## src/rtl/adc_arbiter_pkg.sv

```systemverilog
// Shared ADC constants: FSM state encodings, timeout default and field widths
// used by the ADC arbiter and any other arbiter built on rr_select.
package adc_arbiter_pkg;

    localparam int ADC_TIMEOUT_DEFAULT = 4095;
    localparam int ADC_CNT_W           = 12;
    localparam int ADC_CMD_W           = 4;
    localparam int ADC_DATA_W          = 13;

    // Result reported when a transaction is aborted by the timeout.
    localparam logic [ADC_DATA_W-1:0] ADC_ABORT_RESULT = 13'h1FFF;

    typedef enum logic [2:0] {
        ST_IDLE      = 3'd0,
        ST_START     = 3'd1,
        ST_WAIT_ACK  = 3'd2,
        ST_WAIT_DONE = 3'd3,
        ST_DELIVER   = 3'd4
    } arb_state_t;

    // Width of an index into n requesters; never narrower than one bit.
    function automatic int ptr_width(input int n);
        return (n > 1) ? $clog2(n) : 1;
    endfunction

endpackage

```

## src/rtl/adc_arbiter_rr_select.sv

```systemverilog
// Round-robin winner selection: the search starts one past the last-served
// index and wraps at NUM_REQ. Purely combinational, reusable by any arbiter.
module rr_select
    import adc_arbiter_pkg::*;
#(
    parameter  int NUM_REQ = 3,
    localparam int PTR_W   = ptr_width(NUM_REQ)
) (
    input  logic [NUM_REQ-1:0] req,
    input  logic [PTR_W-1:0]   last,
    output logic [NUM_REQ-1:0] winner
);

    // One extra bit so last + offset cannot overflow before the wrap.
    localparam logic [PTR_W:0] NUM_REQ_W = (PTR_W + 1)'(NUM_REQ);

    // Walk the requesters in priority order and keep the first one asserted.
    always_comb begin
        logic [PTR_W:0] idx;
        logic           found;
        // NOTE: every variable gets a default before any conditional write so no latch is inferred.
        winner = '0;
        idx    = '0;
        found  = 1'b0;
        for (int k = 1; k <= NUM_REQ; k++) begin
            idx = {1'b0, last} + (PTR_W + 1)'(k);
            if (idx >= NUM_REQ_W) begin
                idx = idx - NUM_REQ_W;
            end
            if (!found && req[idx[PTR_W-1:0]]) begin
                winner[idx[PTR_W-1:0]] = 1'b1;
                found                  = 1'b1;
            end
        end
    end

endmodule

```

## src/rtl/adc_arbiter.sv

```systemverilog
// Arbiter granting NUM_REQ requesters round-robin access to one serial ADC
// exchange engine. Each grant runs one start/ack/done exchange, then pulses
// Done to the granted requester. A wait phase longer than TIMEOUT cycles
// aborts with an all-ones result and raises the sticky TimeoutErr flag.
module adc_arbiter
    import adc_arbiter_pkg::*;
#(
    parameter int NUM_REQ = 3,
    parameter int TIMEOUT = ADC_TIMEOUT_DEFAULT
) (
    input  logic                          Clk,
    input  logic                          Reset,
    input  logic [NUM_REQ-1:0]            Req,
    input  logic [NUM_REQ*ADC_CMD_W-1:0]  Cmd,
    output logic [NUM_REQ-1:0]            Gnt,
    output logic [NUM_REQ-1:0]            Done,
    output logic [ADC_DATA_W-1:0]         Result,
    output logic                          TimeoutErr,
    input  logic                          ErrClr,
    output logic                          ExStart,
    output logic [ADC_CMD_W-1:0]          ExDataIn,
    input  logic [ADC_DATA_W-1:0]         ExDataOut,
    input  logic                          ExBusy
);

    localparam int PTR_W = ptr_width(NUM_REQ);

    // The wait counter reads n-1 in the n-th cycle of a phase, so this value
    // marks the TIMEOUT-th cycle spent waiting.
    localparam logic [ADC_CNT_W-1:0] WAIT_LAST = ADC_CNT_W'(TIMEOUT - 1);

    arb_state_t             state;
    logic [PTR_W-1:0]       last_served;
    logic [PTR_W-1:0]       gnt_idx;
    logic [PTR_W-1:0]       win_idx;
    logic [NUM_REQ-1:0]     winner;
    logic [ADC_CNT_W-1:0]   wait_cnt;

    rr_select #(
        .NUM_REQ (NUM_REQ)
    ) u_rr_select (
        .req    (Req),
        .last   (last_served),
        .winner (winner)
    );

    // Binary index of the one-hot winner, used to pick its command slice.
    always_comb begin
        win_idx = '0;
        for (int i = 0; i < NUM_REQ; i++) begin
            if (winner[i]) begin
                win_idx = PTR_W'(i);
            end
        end
    end

    // Arbitration and exchange sequencing; every output is a register.
    always_ff @(posedge Clk) begin
        if (Reset) begin
            state       <= ST_IDLE;
            Gnt         <= '0;
            Done        <= '0;
            ExStart     <= 1'b0;
            ExDataIn    <= '0;
            Result      <= '0;
            TimeoutErr  <= 1'b0;
            last_served <= PTR_W'(NUM_REQ - 1);
            gnt_idx     <= '0;
            wait_cnt    <= '0;
        end else begin
            // NOTE: non-blocking assignments throughout, so every branch sees start-of-cycle values.
            ExStart <= 1'b0;
            Done    <= '0;
            // A timeout set later in this cycle overrides the clear.
            if (ErrClr) begin
                TimeoutErr <= 1'b0;
            end

            case (state)
                ST_IDLE: begin
                    if (|Req) begin
                        Gnt      <= winner;
                        gnt_idx  <= win_idx;
                        ExDataIn <= Cmd[{win_idx, 2'b00} +: ADC_CMD_W];
                        state    <= ST_START;
                    end
                end

                ST_START: begin
                    ExStart  <= 1'b1;
                    wait_cnt <= '0;
                    state    <= ST_WAIT_ACK;
                end

                ST_WAIT_ACK: begin
                    if (ExBusy) begin
                        wait_cnt <= '0;
                        state    <= ST_WAIT_DONE;
                    end else if (wait_cnt == WAIT_LAST) begin
                        Result     <= ADC_ABORT_RESULT;
                        TimeoutErr <= 1'b1;
                        Done       <= Gnt;
                        state      <= ST_DELIVER;
                    end else begin
                        wait_cnt <= wait_cnt + 1'b1;
                    end
                end

                ST_WAIT_DONE: begin
                    if (!ExBusy) begin
                        Result <= ExDataOut;
                        Done   <= Gnt;
                        state  <= ST_DELIVER;
                    end else if (wait_cnt == WAIT_LAST) begin
                        Result     <= ADC_ABORT_RESULT;
                        TimeoutErr <= 1'b1;
                        Done       <= Gnt;
                        state      <= ST_DELIVER;
                    end else begin
                        wait_cnt <= wait_cnt + 1'b1;
                    end
                end

                ST_DELIVER: begin
                    Gnt         <= '0;
                    last_served <= gnt_idx;
                    state       <= ST_IDLE;
                end

                default: begin
                    Gnt   <= '0;
                    state <= ST_IDLE;
                end
            endcase
        end
    end

endmodule

```

## config.mk

```make
export PLATFORM = sky130hd
export DESIGN_NAME = adc_arbiter
export DESIGN_NICKNAME = d
export VERILOG_FILES = /design/src/rtl/adc_arbiter_pkg.sv /design/src/rtl/adc_arbiter_rr_select.sv /design/src/rtl/adc_arbiter.sv
export SDC_FILE = /design/constraint.sdc
export NUM_CORES = 1
export LEC_CHECK = 0
export CORE_MARGIN = 1
export CORE_UTILIZATION = 44
export CTS_CLUSTER_DIAMETER = 100
export DETAILED_ROUTE_END_ITERATION = 12
export GPL_TIMING_DRIVEN = 0
export PLACE_DENSITY = 0.85
export SETUP_SLACK_MARGIN = 0.02
export SLEW_MARGIN = 5
export SYNTH_ARGS = -nofsm -noshare
export SYNTH_HDL_FRONTEND = slang
export SYNTH_SLANG_ARGS = --single-unit
```

## constraint.sdc

```tcl
create_clock -name Clk -period 2 [get_ports Clk]
set_input_delay 0.4 -clock Clk [delete_from_list [all_inputs] [get_ports Clk]]
set_output_delay 0.4 -clock Clk [all_outputs]
set_load 0.005 [all_outputs]
```

==> flow_summary.yaml <==
clocking:
  insertion_delay_ns: 0.30
  cts_root_buffer: "clkbuf_8"
  ctsHtreeMaxLevel: 2
  clkSinkCount: 44
  cts.reportedPaths.clkPinSlew_ns: 0.08
  cts_tree: "yes"
  cts_hold_buf: 0
  max-clock-path-buffers: 2
  cts-buffers-inserted: 5
critical_path:
  regToRegStartpoint: "last_served[0]"
  critical_path_peak_fanout: 6
  cpPeakStageDelay_ns: 0.36
  arrival_ns: 2.10
  worstPathBufferInverterCount: 1
  cp_cell_sequence: "inv_4 > ha_4 > or2_2 > a32o_2 > o2111a_2 > o211ai_1 > a21oi_1"
  critical_path.top_delay_family: "compound AO/OA/AOI/OAI gates"
  path_class: "reg2reg"
  cp-end-kind: "flop"
  crit_path_top_delay_cell: "dfxtp_4"
  critPathLaunchType: "flop"
  critical_path_required_ns: 2.18
  worstReg2RegEnd: "gnt_idx[0]"
  worst_r2r_path_depth: 7
  worstSetupPathDepth: 7
  setup.worst_path.start: "last_served[0]"
  r2r_setup_slack_ns: 0.08
global_route:
  grt.met2_usage_pct: 36.0
  antenna_found_initial: 0
  gr-max-usage-layer: "met2"
  grt_usage_pct: 21.0
  number_of_global_route_vias_before_repair: 2044
  global_route_met1_usage_pct: 24.6
  grt-ovfl-total: 0
  grt_max_degree: 13
  grtUsageMet3_pct: 5.09
  wire_length_of_the_first_global_routing_pass_mm: 8.99
sta:
  timing_worst_slew_pin_value_ns: 0.593
  final_min_period_over_clock_period_pct: 96.2
  timing.max_slew.rel_slack_pct: 60.1
  max_freq_mhz: 520
  grt_setup_unrepaired: "false"
  layout_min_cycle_time_ns: 1.92
  timing.final.setup_violations: 0
  count_of_final_hold_check_violations: 0
  timing.clock.skew_ns: 0.00850
  number_of_slew_limit_violations_in_the_final_report: 0
  fin_hold_ws_ns: 0.460
place:
  buffer_ports.inserted: 55
  gpl.final_weighted_congestion: 0.834
  dp_hpwl_mm: 4.01
logic_synthesis:
  post_synth_instance_area_mm2: 0.00232
  async_flop_share_pct: 0
  synthesis.instances: 283
  edff_count_synth: 0
  synthDistinctLibCells: 52
  postSynthRegisterBits: 44
  synth.net_count: 323
  syn-mean-instance-area_um2: 8.21
  ys_warn_count: 0
  yosysSeqAreaShare_pct: 37.9
  synth_top_flop_cell: "dfxtp_1"
pwr:
  fin_total_pwr_mw: 1.81
  p_int_mw: 1.32
  leakage_power_figure_nw: 1.17
  p_clk_share_pct: 29.4
  power.density_cell_area_mw_per_mm2: 580
  p_comb_share_pct: 19.3
  sw_frac_of_total_pct: 27.1
  power.sequential.fraction_pct: 51.3
  switching_power_mw: 0.490
  maximum_vdd_ir_drop_uv: 348
finish:
  fill_cells: 459
  area.growth.synth_to_final_pct: 34.0
  finish.net_count: 388
  drive_gt1_share_pct: 10.9
  multiInputGateArea_mm2: 0.00134
  area.sequential_um2: 886
  num_antenna_cells: 0
worst_hold_path:
  whs_path_depth: 2
  hp-start: "gnt_idx[0]"
  worst_hold_path.endpoint: "gnt_idx[0]"
  hold_path.class: "reg2reg"
drt:
  firstDrtPassIters: 4
  detailedRoute.firstIterationViolations: 205
  detail_route.drc_violations: 0
  drt-vias-per-instance: 5.37
  route.final.wire_length_mm: 5.48
  num_vias: 2243
  post_drt_wl_per_cell_um: 13.1
  final_antenna_net_count: 0
floorplan:
  io_pins: 57
  start_util_pct: 45.5
  floorplan.die_area_mm2: 0.00557
  chipHeight_um: 74.7
  chipWidth_um: 74.7
  num_rows: 26
  core_area_mm2: 0.00511
run:
  drv_cap: 0
run_status:
  run_status: "finished clean"
## metal layers
layer,up-vias,routed length (um)
met3,11,268
met4,0,132
met1,1035,2370
met5,-,0
li1,1140,-
met2,57,2710
## cells in the final DEF (no fill, tap or decap), types with 3 or more instances in the layout
| cell type | synthesis | final |
|---|---|---|
| o31ai_1 | 4 | 4 |
| nand3_1 | 12 | 12 |
| o21ai_1 | 0 | 3 |
| nor4_1 | 3 | 3 |
| xor2_1 | 3 | 3 |
| a21o_1 | 3 | 3 |
| clkdlybuf4s50_1 | 0 | 51 |
| nor2_1 | 41 | 41 |
| buf_6 | 4 | 5 |
| o21ai_0 | 18 | 14 |
| dlymetal6s2s_1 | 0 | 3 |
| nand4_1 | 4 | 4 |
| a21oi_1 | 23 | 23 |
| nor2b_1 | 5 | 5 |
| and4_1 | 4 | 4 |
| and2_1 | 3 | 3 |
| buf_4 | 1 | 4 |
| a31oi_1 | 6 | 6 |
| xnor2_1 | 3 | 3 |
| inv_1 | 11 | 9 |
| ha_1 | 8 | 6 |
| nand2_1 | 15 | 15 |
| nor3_1 | 19 | 18 |
| clkbuf_1 | 6 | 6 |
| mux2i_1 | 4 | 3 |
| clkbuf_8 | 0 | 5 |
| dfxtp_1 | 44 | 42 |
| o211ai_1 | 3 | 3 |
## power by group through the flow
stage | Sequential (mW) | Clock (mW) | Combinational, mW
floorplan | 0.946 | 0 | 0.199
global placement | 0.947 | 0 | 0.336
detailed placement | 0.949 | 0 | 0.342
CTS | 0.927 | 0.538 | 0.345
global route | 0.931 | 0.573 | 0.382
finish | 0.927 | 0.530 | 0.349
## layout make-up
cell class | count | area share (%)
clock inverters | 1 | 0.161
flip-flops and latches | 44 | 28.4
repair buffers | 58 | 18.6
inverters | 11 | 1.41
well taps | 70 | 2.81
clock buffers | 6 | 2.33
multi-input cells | 213 | 43.0
plain buffers | 15 | 3.25
## cell usage after synthesis, drive strengths merged (2+ instances only)
cell type / instances / share of area (%)
mux2i: 4 / 1.7
nor2b: 5 / 1.3
nor4: 4 / 1.3
buf: 9 / 3.1
nor3: 20 / 4.5
a21oi: 24 / 5.7
o21ai: 18 / 3.9
and3: 2 / 0.54
and4: 4 / 1.5
o31ai: 4 / 1.3
ha: 8 / 4.3
clkbuf: 6 / 0.97
xor2: 3 / 1.1
nand4: 5 / 2.0
nand2: 15 / 2.4
a21o: 3 / 0.97
and2b: 2 / 0.65
o21a: 3 / 0.97
dfxtp: 44 / 38
and3b: 2 / 0.75
nor2: 42 / 6.9
xnor2: 3 / 1.1
o211ai: 3 / 0.97
nand3: 12 / 2.6
a31oi: 6 / 1.6
inv: 11 / 1.8
nand2b: 2 / 0.54
and2: 3 / 0.81
## cells by family after synthesis
kind of cell	Yosys count	share of synthesized area (%)
AOI/OAI and AO/OA	70	19.2
xor gates and xnor gates	6	2.26
buffers and inverters	26	5.82
and+or+nand+nor	125	28.8
adders and majority gates	8	4.31
DFF	44	37.9
muxes	4	1.72
## how the worst max path moves through the flow
stage	to	slack (ns)
floorplan	gnt_idx[0]	0.05
global placement	ExDataIn[1]	-0.33
detailed placement	ExDataIn[1]	-0.32
CTS	ExDataIn[1]	0.02
global route	gnt_idx[0]	0.02
finish	gnt_idx[0]	0.08
## tightest hold or removal path: cells and delay by family, from the launching register on
family	cells	cell delay [ns]
and+or+nand+nor	1	0.05
DFF	1	0.32
AOI/OAI and AO/OA	1	0.05
## sequential cells by signal, summed over array words and instances, names as in the netlist
signal	count
Done	3
gnt_idx	2
ExStart	1
Gnt	3
ExDataIn	4
wait_cnt	12
TimeoutErr	1
last_served	2
Result	13
state	3
## through the flow
stage	instances	util (%)	worst slack (ns)	instance area [um^2]	TNS, ns
4_1_cts	417	60.3	0.0204	3080	0
3_5_place_dp	408	58.0	-0.324	2960	-5.69
2_1_floorplan	283	-	0.0541	2320	0
5_1_grt	418	61.0	0.0185	3110	0
3_3_place_gp	408	58.0	-0.333	2960	-5.05
6_report	418	61.0	0.0762	3110	0
## repair_timing
item,CTS,global route
endpoints found under the setup margin,8,11
gates resized for setup,12,12
pin swaps,3,3
setup buffers,2,1
(Power assumes the default switching activity.)
